<file path="config.mk">
export PLATFORM = sky130hd
export DESIGN_NAME = timer_irq_flat
export DESIGN_NICKNAME = d
export VERILOG_FILES = /design/src/rtl/timer_irq_pkg.sv /design/src/rtl/timer_irq_if.sv /design/src/rtl/timer_irq_prescaler.sv /design/src/rtl/timer_irq.sv /design/src/flat_wrapper.sv
export SDC_FILE = /design/constraint.sdc
export NUM_CORES = 1
export LEC_CHECK = 0
export ABC_CLOCK_PERIOD_IN_PS = 2000
export CORE_UTILIZATION = 47
export DETAILED_ROUTE_END_ITERATION = 12
export PLACE_DENSITY_LB_ADDON = 0.1
export SLEW_MARGIN = 25
export SYNTH_ARGS = -nofsm -noshare
export SYNTH_HDL_FRONTEND = slang
export SYNTH_HIERARCHICAL = 1
export SYNTH_SLANG_ARGS = --single-unit
</file>
<file path="constraint.sdc">
create_clock -name clk -period 2 [get_ports clk]
set_input_delay 0.3 -clock clk [delete_from_list [all_inputs] [get_ports clk]]
set_output_delay 0.3 -clock clk [all_outputs]
set_load 0.05 [all_outputs]
</file>
<file path="src/rtl/timer_irq_pkg.sv">
// Shared constants and types for the memory-mapped countdown timer.
// Optional prescaler register enabled with TIMER_PRESCALE_EN.
package timer_irq_pkg;

    // Default word-aligned base of the 16-byte register window
    localparam logic [31:0] TMR_DEFAULT_BASE = 32'h0000_7F00;

    localparam int unsigned TMR_ADDR_W = 30;
    localparam int unsigned TMR_DATA_W = 32;
    localparam int unsigned TMR_CTRL_W = 4;
    localparam int unsigned TMR_PSC_W  = 16;

    // Word offsets inside the window (Addr[1:0])
    localparam logic [1:0] TMR_CTRL   = 2'd0;
    localparam logic [1:0] TMR_PRESET = 2'd1;
    localparam logic [1:0] TMR_COUNT  = 2'd2;
    localparam logic [1:0] TMR_PSC    = 2'd3;

    // CTRL.Mode values; 2 and 3 are reserved and act as one-shot
    localparam logic [1:0] TMR_MODE_ONESHOT  = 2'd0;
    localparam logic [1:0] TMR_MODE_PERIODIC = 2'd1;

    typedef enum logic [1:0] {
        TMR_IDLE = 2'd0,
        TMR_LOAD = 2'd1,
        TMR_CNT  = 2'd2,
        TMR_INT  = 2'd3
    } tmr_state_e;

    // CTRL register layout, bit 3 down to bit 0
    typedef struct packed {
        logic       im;
        logic [1:0] mode;
        logic       en;
    } tmr_ctrl_t;

endpackage

</file>
<file path="src/rtl/timer_irq_if.sv">
// CPU data-bus slave port of the timer plus its interrupt line.
interface timer_irq_if;
    import timer_irq_pkg::*;

    logic [TMR_ADDR_W-1:0] Addr;
    logic                  WE;
    logic [TMR_DATA_W-1:0] DataIn;
    logic [TMR_DATA_W-1:0] DataOut;
    logic                  IRQ;

    modport master (
        output Addr,
        output WE,
        output DataIn,
        input  DataOut,
        input  IRQ
    );

    modport slave (
        input  Addr,
        input  WE,
        input  DataIn,
        output DataOut,
        output IRQ
    );

endinterface

</file>
<file path="src/rtl/timer_irq_prescaler.sv">
// Tick divider for the countdown; only present when TIMER_PRESCALE_EN is defined.
`ifdef TIMER_PRESCALE_EN
module timer_irq_prescaler
    import timer_irq_pkg::*;
(
    input  logic                 clk,
    input  logic                 reset,
    input  logic                 clr,
    input  logic [TMR_PSC_W-1:0] psc,
    output logic                 tick
);

    logic [TMR_PSC_W-1:0] div;

    // A tick is issued on the cycle the divider reaches the programmed value
    assign tick = (div == psc);

    // Divider counts up, wrapping to 0 after each tick or on a clear
    always_ff @(posedge clk or negedge reset) begin
        if (!reset) begin
            div <= '0;
        end else if (clr || tick) begin
            div <= '0;
        end else begin
            div <= div + TMR_PSC_W'(1);
        end
    end

endmodule
`endif

</file>
<file path="src/rtl/timer_irq.sv">
// Programmable countdown timer on the CPU data bus, driving one CP0 HWInt line.
// Define TIMER_PRESCALE_EN to add the PSC register at offset 0xC.
module timer_irq
    import timer_irq_pkg::*;
#(
    parameter logic [31:0]  BASE_ADDR = TMR_DEFAULT_BASE,
    parameter int unsigned  WIDTH     = 32
) (
    input  logic        clk,
    input  logic        reset,
    timer_irq_if.slave  bus
);

    tmr_state_e       state, state_n;
    tmr_ctrl_t        ctrl, ctrl_n;
    logic [WIDTH-1:0] preset, preset_n;
    logic [WIDTH-1:0] count, count_n;
    logic             irq_flag, irq_flag_n;

    logic             hit;
    logic [1:0]       off;
    logic             wr_ctrl;
    logic             wr_preset;
    logic             tick;
    logic [31:0]      rdata;

    // Address decode of the 4-word window
    assign hit       = (bus.Addr[29:2] == BASE_ADDR[31:4]);
    assign off       = bus.Addr[1:0];
    assign wr_ctrl   = bus.WE && hit && (off == TMR_CTRL);
    assign wr_preset = bus.WE && hit && (off == TMR_PRESET);

`ifdef TIMER_PRESCALE_EN
    logic [TMR_PSC_W-1:0] psc, psc_n;
    logic                 wr_psc;
    logic                 div_clr;

    assign wr_psc  = bus.WE && hit && (off == TMR_PSC);
    assign div_clr = (state == TMR_LOAD) || wr_ctrl || wr_preset || wr_psc;

    timer_irq_prescaler u_prescaler (
        .clk   (clk),
        .reset (reset),
        .clr   (div_clr),
        .psc   (psc),
        .tick  (tick)
    );

    // PSC register update
    always_comb begin
        psc_n = psc;
        if (wr_psc) begin
            psc_n = bus.DataIn[TMR_PSC_W-1:0];
        end
    end

    // PSC register
    always_ff @(posedge clk or negedge reset) begin
        if (!reset) begin
            psc <= '0;
        end else begin
            psc <= psc_n;
        end
    end
`else
    assign tick = 1'b1;
`endif

    // State and register file
    always_ff @(posedge clk or negedge reset) begin
        if (!reset) begin
            state    <= TMR_IDLE;
            ctrl     <= '0;
            preset   <= '0;
            count    <= '0;
            irq_flag <= 1'b0;
        end else begin
            state    <= state_n;
            ctrl     <= ctrl_n;
            preset   <= preset_n;
            count    <= count_n;
            irq_flag <= irq_flag_n;
        end
    end

    // Countdown FSM with bus writes overriding it on the same edge
    always_comb begin
        state_n    = state;
        ctrl_n     = ctrl;
        preset_n   = preset;
        count_n    = count;
        irq_flag_n = irq_flag;

        case (state)
            TMR_IDLE: begin
                if (ctrl.en) begin
                    state_n = TMR_LOAD;
                end
            end
            TMR_LOAD: begin
                count_n = preset;
                // Periodic pulse lasts exactly the one cycle after INT
                if (ctrl.mode == TMR_MODE_PERIODIC) begin
                    irq_flag_n = 1'b0;
                end
                // A zero preset expires at once, giving a 2-cycle period
                if (preset == '0) begin
                    state_n = TMR_INT;
                end else begin
                    state_n = TMR_CNT;
                end
            end
            TMR_CNT: begin
                if (!ctrl.en) begin
                    state_n = TMR_IDLE;
                end else if (tick) begin
                    if (count <= WIDTH'(1)) begin
                        count_n = '0;
                        state_n = TMR_INT;
                    end else begin
                        count_n = count - WIDTH'(1);
                    end
                end
            end
            TMR_INT: begin
                irq_flag_n = 1'b1;
                if (ctrl.mode == TMR_MODE_PERIODIC) begin
                    state_n = TMR_LOAD;
                end else begin
                    ctrl_n.en = 1'b0;
                    state_n   = TMR_IDLE;
                end
            end
            default: begin
                state_n = TMR_IDLE;
            end
        endcase

        // Reprogramming restarts from IDLE and never disturbs COUNT
        if (wr_ctrl || wr_preset) begin
            state_n    = TMR_IDLE;
            irq_flag_n = 1'b0;
            count_n    = count;
        end
        if (wr_ctrl) begin
            ctrl_n = tmr_ctrl_t'(bus.DataIn[TMR_CTRL_W-1:0]);
        end
        if (wr_preset) begin
            preset_n = bus.DataIn[WIDTH-1:0];
        end
    end

    // Side-effect-free read mux, zero for unmapped addresses
    always_comb begin
        rdata = '0;
        if (hit) begin
            case (off)
                TMR_CTRL:   rdata = 32'(ctrl);
                TMR_PRESET: rdata = 32'(preset);
                TMR_COUNT:  rdata = 32'(count);
`ifdef TIMER_PRESCALE_EN
                TMR_PSC:    rdata = 32'(psc);
`endif
                default:    rdata = '0;
            endcase
        end
    end

    assign bus.DataOut = rdata;
    assign bus.IRQ     = irq_flag & ctrl.im;

endmodule

</file>
<file path="src/flat_wrapper.sv">
// flat-port wrapper written by rule: the top's interface ports become plain ports
module timer_irq_flat import timer_irq_pkg::*;
#(
    parameter logic [31:0]  BASE_ADDR = TMR_DEFAULT_BASE,
    parameter int unsigned  WIDTH     = 32
)
  (clk, reset, bus_Addr, bus_WE, bus_DataIn, bus_DataOut, bus_IRQ);
  timer_irq_if bus_i ();
  input  logic clk;
  input  logic reset;
  input wire logic [$bits(bus_i.Addr)-1:0] bus_Addr;
  input wire logic [$bits(bus_i.WE)-1:0] bus_WE;
  input wire logic [$bits(bus_i.DataIn)-1:0] bus_DataIn;
  output wire logic [$bits(bus_i.DataOut)-1:0] bus_DataOut;
  output wire logic [$bits(bus_i.IRQ)-1:0] bus_IRQ;
  assign bus_i.Addr = bus_Addr;
  assign bus_i.WE = bus_WE;
  assign bus_i.DataIn = bus_DataIn;
  assign bus_DataOut = bus_i.DataOut;
  assign bus_IRQ = bus_i.IRQ;
  timer_irq #(.BASE_ADDR(BASE_ADDR), .WIDTH(WIDTH)) u_core (.clk(clk), .reset(reset), .bus(bus_i));
endmodule
</file>
==> results of run 1 <==
## area by class of cell
type                            count  area share
Tap cell                          129     0.01956
Clock buffer                       10     0.01668
Inverter                           21    0.009704
Clock inverter                      6     0.01304
Timing Repair Buffer              257      0.3337
Multi-Input combinational cell    383      0.3920
Sequential cell                    71      0.2153
## kinds of logic (layout without fill, tap and decap cells)
kind of cell / after synthesis / count (layout) / share of synthesized area
buf+inv: 60 / 294 / 0.05566
mux: 42 / 42 / 0.09976
simple gates: 201 / 201 / 0.2353
compound gates: 133 / 133 / 0.2087
fa+ha+maj: 7 / 7 / 0.01882
flops: 71 / 71 / 0.3818
## critical path, stage by stage, from the launching register on
cell	delay (ps)
dfrtp_1	410
buf_4	130
ha_1	150
nor2_1	60
or4_1	560
or4_4	540
buf_12	180
buf_6	140
a31oi_4	170
o21ai_1	170
## layout by cell type, fill, tap and decap left out, types with 6 or more instances in the layout
cell             Yosys  final
a21oi_1             15     10
a22oi_1             33     31
a31oi_1             18     12
buf_12               0     45
buf_4                1    132
buf_6                3     12
clkbuf_8             0     10
clkdlybuf4s15_1      0     12
clkdlybuf4s50_1      0     34
dfrtp_1             71     71
dlygate4sd2_1        0      7
inv_1               20     18
mux2_1              30     30
mux2i_1              7      7
nand2_1             34     33
nand3_1              7      6
nand4_1             15     15
nor2_1              49     17
nor2_4               0     30
nor2b_1             18     16
nor3_1              14     13
nor4_1              19     10
nor4_2               4     10
o211ai_1            10     10
o21ai_0              8      7
o221ai_1             8      6
or4_1                8      7
## registers in the layout, indices dropped and copies added, names as in the netlist
register / cells
u_core/count: 32
u_core/preset: 32
u_core/ctrl: 4
u_core/state: 2
u_core/irq_flag: 1
## per-stage QoR
stage	util	setup TNS (ps)
floorplan	-	-5650
global placement	0.7786	-32210
detailed placement	0.7786	-38010
CTS	0.8583	-7165
global route	0.8764	-21910
finish	0.8764	-18780
## power groups by stage
| stage | Sequential, W | Clock [W] | Combinational (W) |
|---|---|---|---|
| 5_1_grt | 0.00144 | 0.00153 | 0.000354 |
| 2_1_floorplan | 0.00147 | 0 | 0.0000926 |
| 6_report | 0.00144 | 0.00147 | 0.000338 |
| 3_5_place_dp | 0.00147 | 0 | 0.000308 |
| 3_3_place_gp | 0.00147 | 0 | 0.000299 |
| 4_1_cts | 0.00144 | 0.00146 | 0.000316 |
## path summary, 6_finish.rpt
kind | startpoint | endpoint | slack, ps | cells after the start
worst max-delay path | u_core/count[0] | u_core/count[31] | -690 | 9
worst min-delay path | reset | u_core/preset[28] | 510 | 3
worst max register to register | u_core/count[0] | u_core/count[31] | -690 | 9
worst min register to register | u_core/ctrl[3] | u_core/ctrl[3] | 560 | 1
max in group asynchronous | reset | u_core/preset[13] | 1150 | 3
min in group clk | bus_DataIn[11] | u_core/preset[11] | 520 | 2
## cells in the mapped netlist, types with 2 or more instances
cell type  instances  area, um2
a211oi_1           2      15.01
a21o_1             2      15.01
a21oi_1           15      75.07
a221oi_2           2      30.03
a22oi_1           33      247.7
a311oi_1           2      17.52
a31oi_1           18      112.6
a32oi_1            6      52.55
and2_1             6      37.54
and3_1             3      18.77
and4_1             2      17.52
buf_2              6      30.03
buf_6              3      33.78
clkbuf_1          28      105.1
dfrtp_1           71       1777
ha_1               7      87.58
inv_1             20      75.07
mux2_1            30      337.8
mux2_2             5      56.30
mux2i_1            7      70.07
nand2_1           34      127.6
nand2b_1           3      18.77
nand3_1            7      35.03
nand4_1           15      93.84
nor2_1            49      183.9
nor2b_1           18      112.6
nor3_1            14      70.07
nor3b_1            2      15.01
nor4_1            19      118.9
nor4_2             4      50.05
nor4bb_1           2      20.02
o2111ai_1          3      26.28
o211a_1            2      20.02
o211ai_1          10      75.07
o21ai_0            8      40.04
o221ai_1           8      70.07
o22ai_1            8      50.05
o311ai_1           2      17.52
o31ai_1            4      30.03
or2_2              3      18.77
or3_1              5      31.28
or4_1              8      60.06
## layer usage
layer | part of all wire | vias up | track usage | wire length, um
met5 | 0 | - | 0 | 0
met4 | 0.082 | 0 | 0.2319 | 1772
met3 | 0.11 | 177 | 0.08420 | 2288
met2 | 0.47 | 520 | 0.6668 | 10190
met1 | 0.34 | 2836 | 0.4656 | 7409
li1 | - | 2426 | - | -
## repair_timing
item,in CTS,in global routing
setup endpoints to repair,98,100
pin swaps,28,12
hold endpoints to repair,68,0
hold buffers,1,0
gates cloned,5,0
buffers inserted,11,5
resized for setup,134,32
==> impl_metrics.env, run 1 <==
export IMPL_outcome="finished, violations left"
export IMPL_violations="setup timing"
export IMPL_final_net_count=815
export IMPL_num_antenna_cells=0
export IMPL_path_class="flop to flop"
export IMPL_cp_arrival_ps=2880
export IMPL_cap_violations=0
export IMPL_leakage_nw=3.439
export IMPL_swShare=0.2382
export IMPL_seqCellArea_um2=1777
export IMPL_rsz0062_at_grt="yes"
export IMPL_synthFlopType="dfrtp_1"
export IMPL_drc_errors=0
export IMPL_power_density_nw_per_um2=393.4
export IMPL_vias=5959
export IMPL_instances_no_fill=877
export IMPL_dp_hpwl_um=11500
export IMPL_slew_headroom=0.6142
export IMPL_p_sw_w=0.0007731
export IMPL_setup_viol=70
export IMPL_placed_area_um2=7331
export IMPL_track_usage=0.3957
export IMPL_syn2layout_area_growth_pct=77.33
export IMPL_maxSlewViolCount=0
export IMPL_critPathRequiredTime_ps=2190
export IMPL_grt_pass1_vias=5793
export IMPL_syn_mean_instance_area_um2=9.053
export IMPL_clock_power_share=0.452
export IMPL_clk_latency_ps=360
export IMPL_post_place_ws_ps=-452.8
export IMPL_drive_gt1_frac=0.4265
export IMPL_timing_final_crit_share=1.344
export IMPL_cts_buffer_depth=2
export IMPL_multi_input_area_um2=3234
export IMPL_internal_power_w=0.002473
export IMPL_drt_initial_drc_count=689
export IMPL_synth_seq_cells=71
export IMPL_wl_um=21660
export IMPL_n_fill_cell=429
export IMPL_core_area_um2=9415
export IMPL_min_path_type="primary input to async pin"
export IMPL_cts_sinks=71
export IMPL_fin_area_um2=8252
export IMPL_peakVddDrop_mv=0.3768
export IMPL_cts_made_buffers=9
export IMPL_min_period_ps=2688
export IMPL_finalPower_w=0.003246
export IMPL_ys_seq_area_frac=0.3818
export IMPL_die_x_um=101.5
export IMPL_grt_max_degree=72
export IMPL_grt_ovfl_total=0
export IMPL_clk_pin_slew_ps=80
export IMPL_io_buffers=97
export IMPL_synth_cell_area_um2=4653
export IMPL_pwr_share_comb=0.104
export IMPL_fp_dieH_um=101.5
export IMPL_seq_power_share=0.444
export IMPL_wl_per_cell_um=24.69
export IMPL_via_per_inst=6.795
export IMPL_synth_enable_flop_cells=0
export IMPL_critPathLaunchType="flop"
export IMPL_fin_ws_ps=-688.4
export IMPL_netlist_instances=514
export IMPL_row_count=35
export IMPL_critPathCaptureType="flop"
export IMPL_initial_utilization=0.4942
export IMPL_fmax_ghz=0.3720
export IMPL_cts_root_buf="clkbuf_8"
export IMPL_grt_antenna_before_repair=0
export IMPL_io_pins=98
export IMPL_path_max_fanout=8
export IMPL_grt_pass1_wl_um=30570
export IMPL_cts_htree_levels=3
export IMPL_first_pass_iters=8
export IMPL_syn_nets=586
export IMPL_dp_cells=842
export IMPL_cts_tree="yes"
export IMPL_die_area_um2=10300
export IMPL_synth_async_reset_ratio=1.000
export IMPL_gp_congestion=0.8925
export IMPL_yosysWarnings=6
export IMPL_ant_nets=0
export IMPL_fin_skew_ps=11.54
export IMPL_tightest_slew_ps=578.7
export IMPL_whs_ps=513.4
export IMPL_timing_final_hold_violations=0
export IMPL_ys_types=60
(Power assumes the default switching activity.)
==> inputs of run 2 (changes only) <==
CELL_PAD_IN_SITES_DETAIL_PLACEMENT = 1   (was not set)
CELL_PAD_IN_SITES_GLOBAL_PLACEMENT = 1   (was not set)
CORE_UTILIZATION = 35   (was 47)
==> run 2 against run 1 <==
  * The run still ends with setup timing left
  * Sequential cell count unchanged
  * Worst hold slack worse by 88 ps
  * Wire length up 34%
  * Global-route usage down 4.3 points
  * Fmax up 6.0%
  * Clock-buffer cell count up 2
  * Critical path depth unchanged
  * Final cell count up 6.6%
  * Clock power up 14%
  * Largest cell class unchanged
==> impl_metrics.env, run 2 (synthesis gave the netlist of run 1 again) <==
export IMPL_min_path_type="primary input to async pin"
export IMPL_slew_headroom=0.5921
export IMPL_outcome="finished, violations left"
export IMPL_maxSlewViolCount=0
export IMPL_cts_tree="yes"
export IMPL_io_pins=98
export IMPL_finalPower_w=0.003496
export IMPL_grt_busiest_layer="met2"
export IMPL_fmax_ghz=0.3942
export IMPL_cts_root_buf="clkbuf_16"
export IMPL_clk_latency_ps=350
export IMPL_grt_antenna_before_repair=0
export IMPL_die_x_um=117.3
export IMPL_syn2layout_area_growth_pct=89.49
export IMPL_grt_pass1_vias=6545
export IMPL_rsz0062_at_grt="yes"
export IMPL_path_class="flop to flop"
export IMPL_fin_skew_ps=7.853
export IMPL_tightest_slew_ps=607.7
export IMPL_drive_gt1_frac=0.4626
export IMPL_via_per_inst=6.653
export IMPL_critPathCaptureType="flop"
export IMPL_first_pass_iters=6
export IMPL_peakVddDrop_mv=0.5056
export IMPL_dp_cells=891
export IMPL_r2r_start="u_core/count[0]"
export IMPL_leakage_nw=3.639
export IMPL_drc_errors=0
export IMPL_n_fill_cell=1269
export IMPL_cts_htree_levels=3
export IMPL_largest_registers="u_core/count (32), u_core/preset (32), u_core/ctrl (4)"
export IMPL_grt_ovfl_total=0
export IMPL_grt_pass1_wl_um=37290
export IMPL_final_common_cell="buf_4"
export IMPL_final_net_count=830
export IMPL_clk_pin_slew_ps=60
export IMPL_cts_made_buffers=9
export IMPL_track_usage=0.3527
export IMPL_cts_sinks=71
export IMPL_cts_buffer_depth=2
export IMPL_path_max_fanout=6
export IMPL_wl_um=29120
export IMPL_timing_final_crit_share=1.268
export IMPL_io_buffers=97
export IMPL_power_density_nw_per_um2=396.5
export IMPL_use_met2=0.6391
export IMPL_timing_final_hold_violations=0
export IMPL_fin_area_um2=8817
export IMPL_dp_hpwl_um=14330
export IMPL_fin_ws_ps=-536.9
export IMPL_setup_viol=82
export IMPL_gp_congestion=0.8739
export IMPL_initial_utilization=0.3643
export IMPL_num_antenna_cells=0
export IMPL_mostFrequentLayoutCells="buf_4, dfrtp_1, buf_12"
export IMPL_ant_nets=0
export IMPL_violations="setup timing"
export IMPL_met1_usage=0.3846
export IMPL_grt_max_degree=28
export IMPL_fin_tns_setup_ps=-18750
export IMPL_drt_initial_drc_count=560
export IMPL_cap_violations=0
export IMPL_vias=6221
export IMPL_instances_no_fill=935
export IMPL_wl_per_cell_um=31.15
export IMPL_cp_arrival_ps=2750
export IMPL_critPathRequiredTime_ps=2210
export IMPL_die_area_um2=13760
export IMPL_min_period_ps=2537
export IMPL_core_area_um2=12770
export IMPL_grt_met3_usage=0.07490
export IMPL_placed_area_um2=7467
export IMPL_crit_start="u_core/count[0]"
export IMPL_row_count=41
export IMPL_critPathLaunchType="flop"
export IMPL_fp_dieH_um=117.3
run 2: layer usage:
metal,part of all wire,up-vias
met3,0.088,193
met1,0.35,3088
met2,0.49,488
met4,0.075,0
met5,0,-
li1,-,2452
run 2: worst paths after layout:
path	end	slack, ps	cells past startpoint
worst max-delay path	u_core/count[6]	-540	9
worst min-delay path	u_core/preset[26]	430	2
worst max register to register	u_core/count[6]	-540	9
worst min register to register	u_core/preset[8]	560	1
max in group asynchronous	u_core/preset[8]	980	3
min in group clk	u_core/preset[4]	540	2
run 2: power by group:
part | internal (W) | switching, W
Sequential | 0.00144 | 0.00000364
Combinational | 0.000190 | 0.000190
Clock | 0.000995 | 0.000676
run 2: area by class of cell:
| type | count | area (um2) | share of cell area |
|---|---|---|---|
| clock buffer | 12 | 246.5 | 0.02796 |
| clock inverter | 4 | 45.04 | 0.005109 |
| multi-input combinational | 383 | 3448 | 0.3911 |
| timing repair buffer | 272 | 3004 | 0.3407 |
| tap | 172 | 215.2 | 0.02441 |
| sequential | 71 | 1779 | 0.2018 |
| inverter | 21 | 78.83 | 0.008940 |
run 2: stage by stage:
stage	hold WS, ps	setup WS, ps	util
floorplan	4.409	-194.7	-
global placement	248.5	-427.3	0.5846
detailed placement	254.9	-547.1	0.5846
CTS	424.9	-307.8	0.6568
global route	453.7	-613.2	0.6903
finish	425.9	-536.9	0.6903
run 2: what timing repair did:
action	in CTS	in global routing
gates resized for setup	142	68
endpoints found under the hold margin	11	0
cloned	7	3
hold buffers	1	0
pin swaps	27	49
endpoints found under the setup margin	101	101
setup buffers	13	9
run 2: worst max-delay path: stages (launching register included):
cell	delay [ps]
dfrtp_1	450
inv_2	120
ha_4	160
nor2_4	40
or4_1	420
or4_4	530
buf_6	170
buf_16	140
nand4_1	200
o211ai_1	150
==> inputs of run 3 (changes only) <==
ABC_AREA = 1   (was not set)
CORE_UTILIZATION = 33   (was 35)
==> run 3 against run 2 <==
  * The run ends with hold timing left
  * Power rose by 4.2%
  * Combinational power rose by 79%
  * Sequential cell count did not move
  * Sequential share of layout area rose by 3.9 points
  * Critical endpoint is now bus_DataOut[31]
==> impl_metrics.env, run 3 <==
export IMPL_ys_types=31
export IMPL_via_per_inst=5.266
export IMPL_grt_ovfl_total=0
export IMPL_first_pass_iters=5
export IMPL_instances_no_fill=1062
export IMPL_drc_errors=0
export IMPL_synth_cell_area_um2=4846
export IMPL_r2r_setup_slack_ps=110
export IMPL_cp_top_family="buffers and inverters"
export IMPL_slew_headroom=0.5582
export IMPL_path_cells="clkdlybuf4s15_1 -> nor2_1 -> nand2_1 -> nor2_1 -> nand2_2 -> nor2_4 -> inv_4 -> buf_6 -> buf_12 -> a21oi_2 -> buf_4 -> buf_12"
export IMPL_cts_tree="yes"
export IMPL_min_path_type="primary input to async pin"
export IMPL_grt_pass1_vias=5985
export IMPL_ys_seq_area_frac=0.3666
export IMPL_cts_sinks=71
export IMPL_fin_skew_ps=7.289
export IMPL_fin_tns_setup_ps=0
export IMPL_die_area_um2=15170
export IMPL_synth_seq_cells=71
export IMPL_cts_root_buf="clkbuf_16"
export IMPL_worst_path_buf_inv=6
export IMPL_synth_most_common_cell="nand2_1"
export IMPL_hold_buffers=0
export IMPL_whs_ps=-10.11
export IMPL_ant_nets=0
export IMPL_cp_arrival_ps=1640
export IMPL_cap_violations=0
export IMPL_synth_xor_area_share=0.02530
export IMPL_vias=5592
export IMPL_gp_congestion=0.8549
export IMPL_peakVddDrop_mv=0.3500
export IMPL_dr_wl_met2_um=9641
export IMPL_netlist_instances=751
export IMPL_path_class="primary input to output port"
export IMPL_row_count=43
export IMPL_track_usage=0.2800
export IMPL_muxShareOfSynthArea=0
export IMPL_violations="hold timing"
export IMPL_syn2layout_area_growth_pct=52.49
export IMPL_largest_registers="u_core/count (32), u_core/preset (32), u_core/ctrl (4)"
export IMPL_wl_per_cell_um=18.92
export IMPL_wl_um=20100
export IMPL_syn_mean_instance_area_um2=6.453
export IMPL_topRoutingLayerUsed="met4"
export IMPL_synth_async_reset_ratio=1.000
export IMPL_rsz0062_at_grt="no"
export IMPL_leakage_nw=3.682
export IMPL_fp_dieH_um=123.2
export IMPL_synthFlopType="dfrtp_1"
export IMPL_ys_top_cells_by_area="dfrtp_1, nand2_1, nor2_1, inv_1, a21oi_1"
export IMPL_critPathCaptureType="output port"
export IMPL_die_x_um=123.2
export IMPL_maxSlewViolCount=0
export IMPL_routed_wl_met3_um=1130
export IMPL_cts_buffer_depth=2
export IMPL_initial_utilization=0.3438
export IMPL_critPathRequiredTime_ps=1700
export IMPL_setup_viol=0
export IMPL_max_stage_delay_ps=160
export IMPL_timing_final_hold_violations=6
export IMPL_synth_enable_flop_cells=0
export IMPL_yosys_area_share_simple=0.3873
export IMPL_clk_latency_ps=340
export IMPL_drive_gt1_frac=0.2120
export IMPL_num_antenna_cells=0
export IMPL_grt_antenna_before_repair=0
export IMPL_drt_met1_wl_um=8759
export IMPL_yosysWarnings=6
export IMPL_power_density_nw_per_um2=492.8
export IMPL_final_net_count=950
export IMPL_grt_pass1_wl_um=31620
export IMPL_n_fill_cell=1807
export IMPL_syn_nets=823
export IMPL_tightest_slew_ps=662.6
export IMPL_core_area_um2=14100
export IMPL_mostFrequentLayoutCells="nand2_1, nor2_1, dfrtp_1"
export IMPL_dp_hpwl_um=13310
export IMPL_outcome="finished, violations left"
export IMPL_io_pins=98
export IMPL_synth_top_area_frac=0.3666
export IMPL_cts_htree_levels=3
export IMPL_synth_compound_area_frac=0.1185
export IMPL_drt_initial_drc_count=313
export IMPL_grt_max_degree=37
export IMPL_io_buffers=97
export IMPL_synth_largest_area_cell="dfrtp_1"
export IMPL_min_period_ps=1941
export IMPL_final_common_cell="nand2_1"
export IMPL_timing_final_crit_share=0.9707
export IMPL_critPathLaunchType="primary input"
export IMPL_cp_slowest_cell="clkdlybuf4s15_1"
export IMPL_fmax_ghz=0.5151
export IMPL_cts_made_buffers=9
export IMPL_path_max_fanout=8
export IMPL_dp_cells=1036
export IMPL_synth_top_family_by_area="simple AND/OR/NAND/NOR gates"
export IMPL_clk_pin_slew_ps=60
export IMPL_synthAdderAreaFrac=0.01807
export IMPL_synth_commonest_cells="nand2_1, nor2_1, dfrtp_1, inv_1, a21oi_1"
==> run 3: cell count changes after synthesis, moves of 20 or more <==
cell	before	now
nand2_1	34	290
nand3_1	7	27
a21oi_1	15	37
a22oi_1	33	1
o21ai_0	8	31
nor2_1	49	99
inv_1	20	64
o21ai_1	1	32
mux2_1	30	0
==> run 3: cells by family after synthesis <==
| logic type | count (synthesis) |
|---|---|
| compound gates | 110 |
| buf+inv | 94 |
| flops | 71 |
| fa+ha+maj | 7 |
| xor+xnor | 14 |
| simple gates | 455 |
==> run 3: area by class of cell <==
type	count	area [um2]	area share
Clock inverter	3	20.02	0.002709
Inverter	66	250.2	0.03386
Tap cell	180	225.2	0.03048
Multi-Input combinational cell	587	3003	0.4064
Timing Repair Buffer	143	1868	0.2528
Sequential cell	71	1777	0.2404
Clock buffer	12	246.5	0.03336
==> run 3: path summary, 6_finish.rpt <==
path / endpoint / start / depth (start not counted)
worst max register to register: u_core/count[4] / u_core/state[0] / 8
min in group clk: u_core/irq_flag / bus_Addr[1] / 3
worst min-delay path: u_core/preset[8] / reset / 1
max in group asynchronous: u_core/preset[28] / reset / 2
worst max-delay path: bus_DataOut[31] / bus_Addr[25] / 12
worst min register to register: u_core/ctrl[2] / u_core/ctrl[2] / 2
==> run 3: layer usage <==
metal / track usage / vias to the layer above
met1: 0.3585 / 2744
met3: 0.05120 / 46
li1: - / 2611
met4: 0.1054 / 0
met2: 0.4675 / 191
met5: 0 / -
==> run 3: repair_timing <==
action / 4_1_cts / 5_1_grt
setup buffers: 5 / 1
cloned: 8 / 1
pin swaps: 5 / 24
gates resized for setup: 96 / 55
endpoints found under the setup margin: 32 / 64
==> run 3: where the power goes <==
group          total (W)  internal, W  switching (W)
registers        0.00147      0.00145      0.0000211
clock network    0.00149     0.000865       0.000623
logic           0.000681     0.000283       0.000398
==> run 3: worst register-to-register path: stages, from the launching register on <==
cell,delay [ps]
dfrtp_1,430
inv_1,120
ha_1,290
a21boi_2,210
a21boi_2,260
buf_12,240
buf_4,160
nand2_1,60
nand2_1,60
==> run 3: metrics by stage <==
stage,power (W),area [um2],util,hold WS [ps],setup slack (ps)
2_1_floorplan,0.001797,4868,-,4.409,-157.7
3_3_place_gp,0.002072,6599,0.4681,352.6,-220.6
3_5_place_dp,0.002096,6599,0.4681,359.4,-232.3
4_1_cts,0.003646,7351,0.5215,0.5041,-18.92
5_1_grt,0.003793,7390,0.5242,18.44,3.215
6_report,0.003642,7390,0.5242,-10.11,58.61
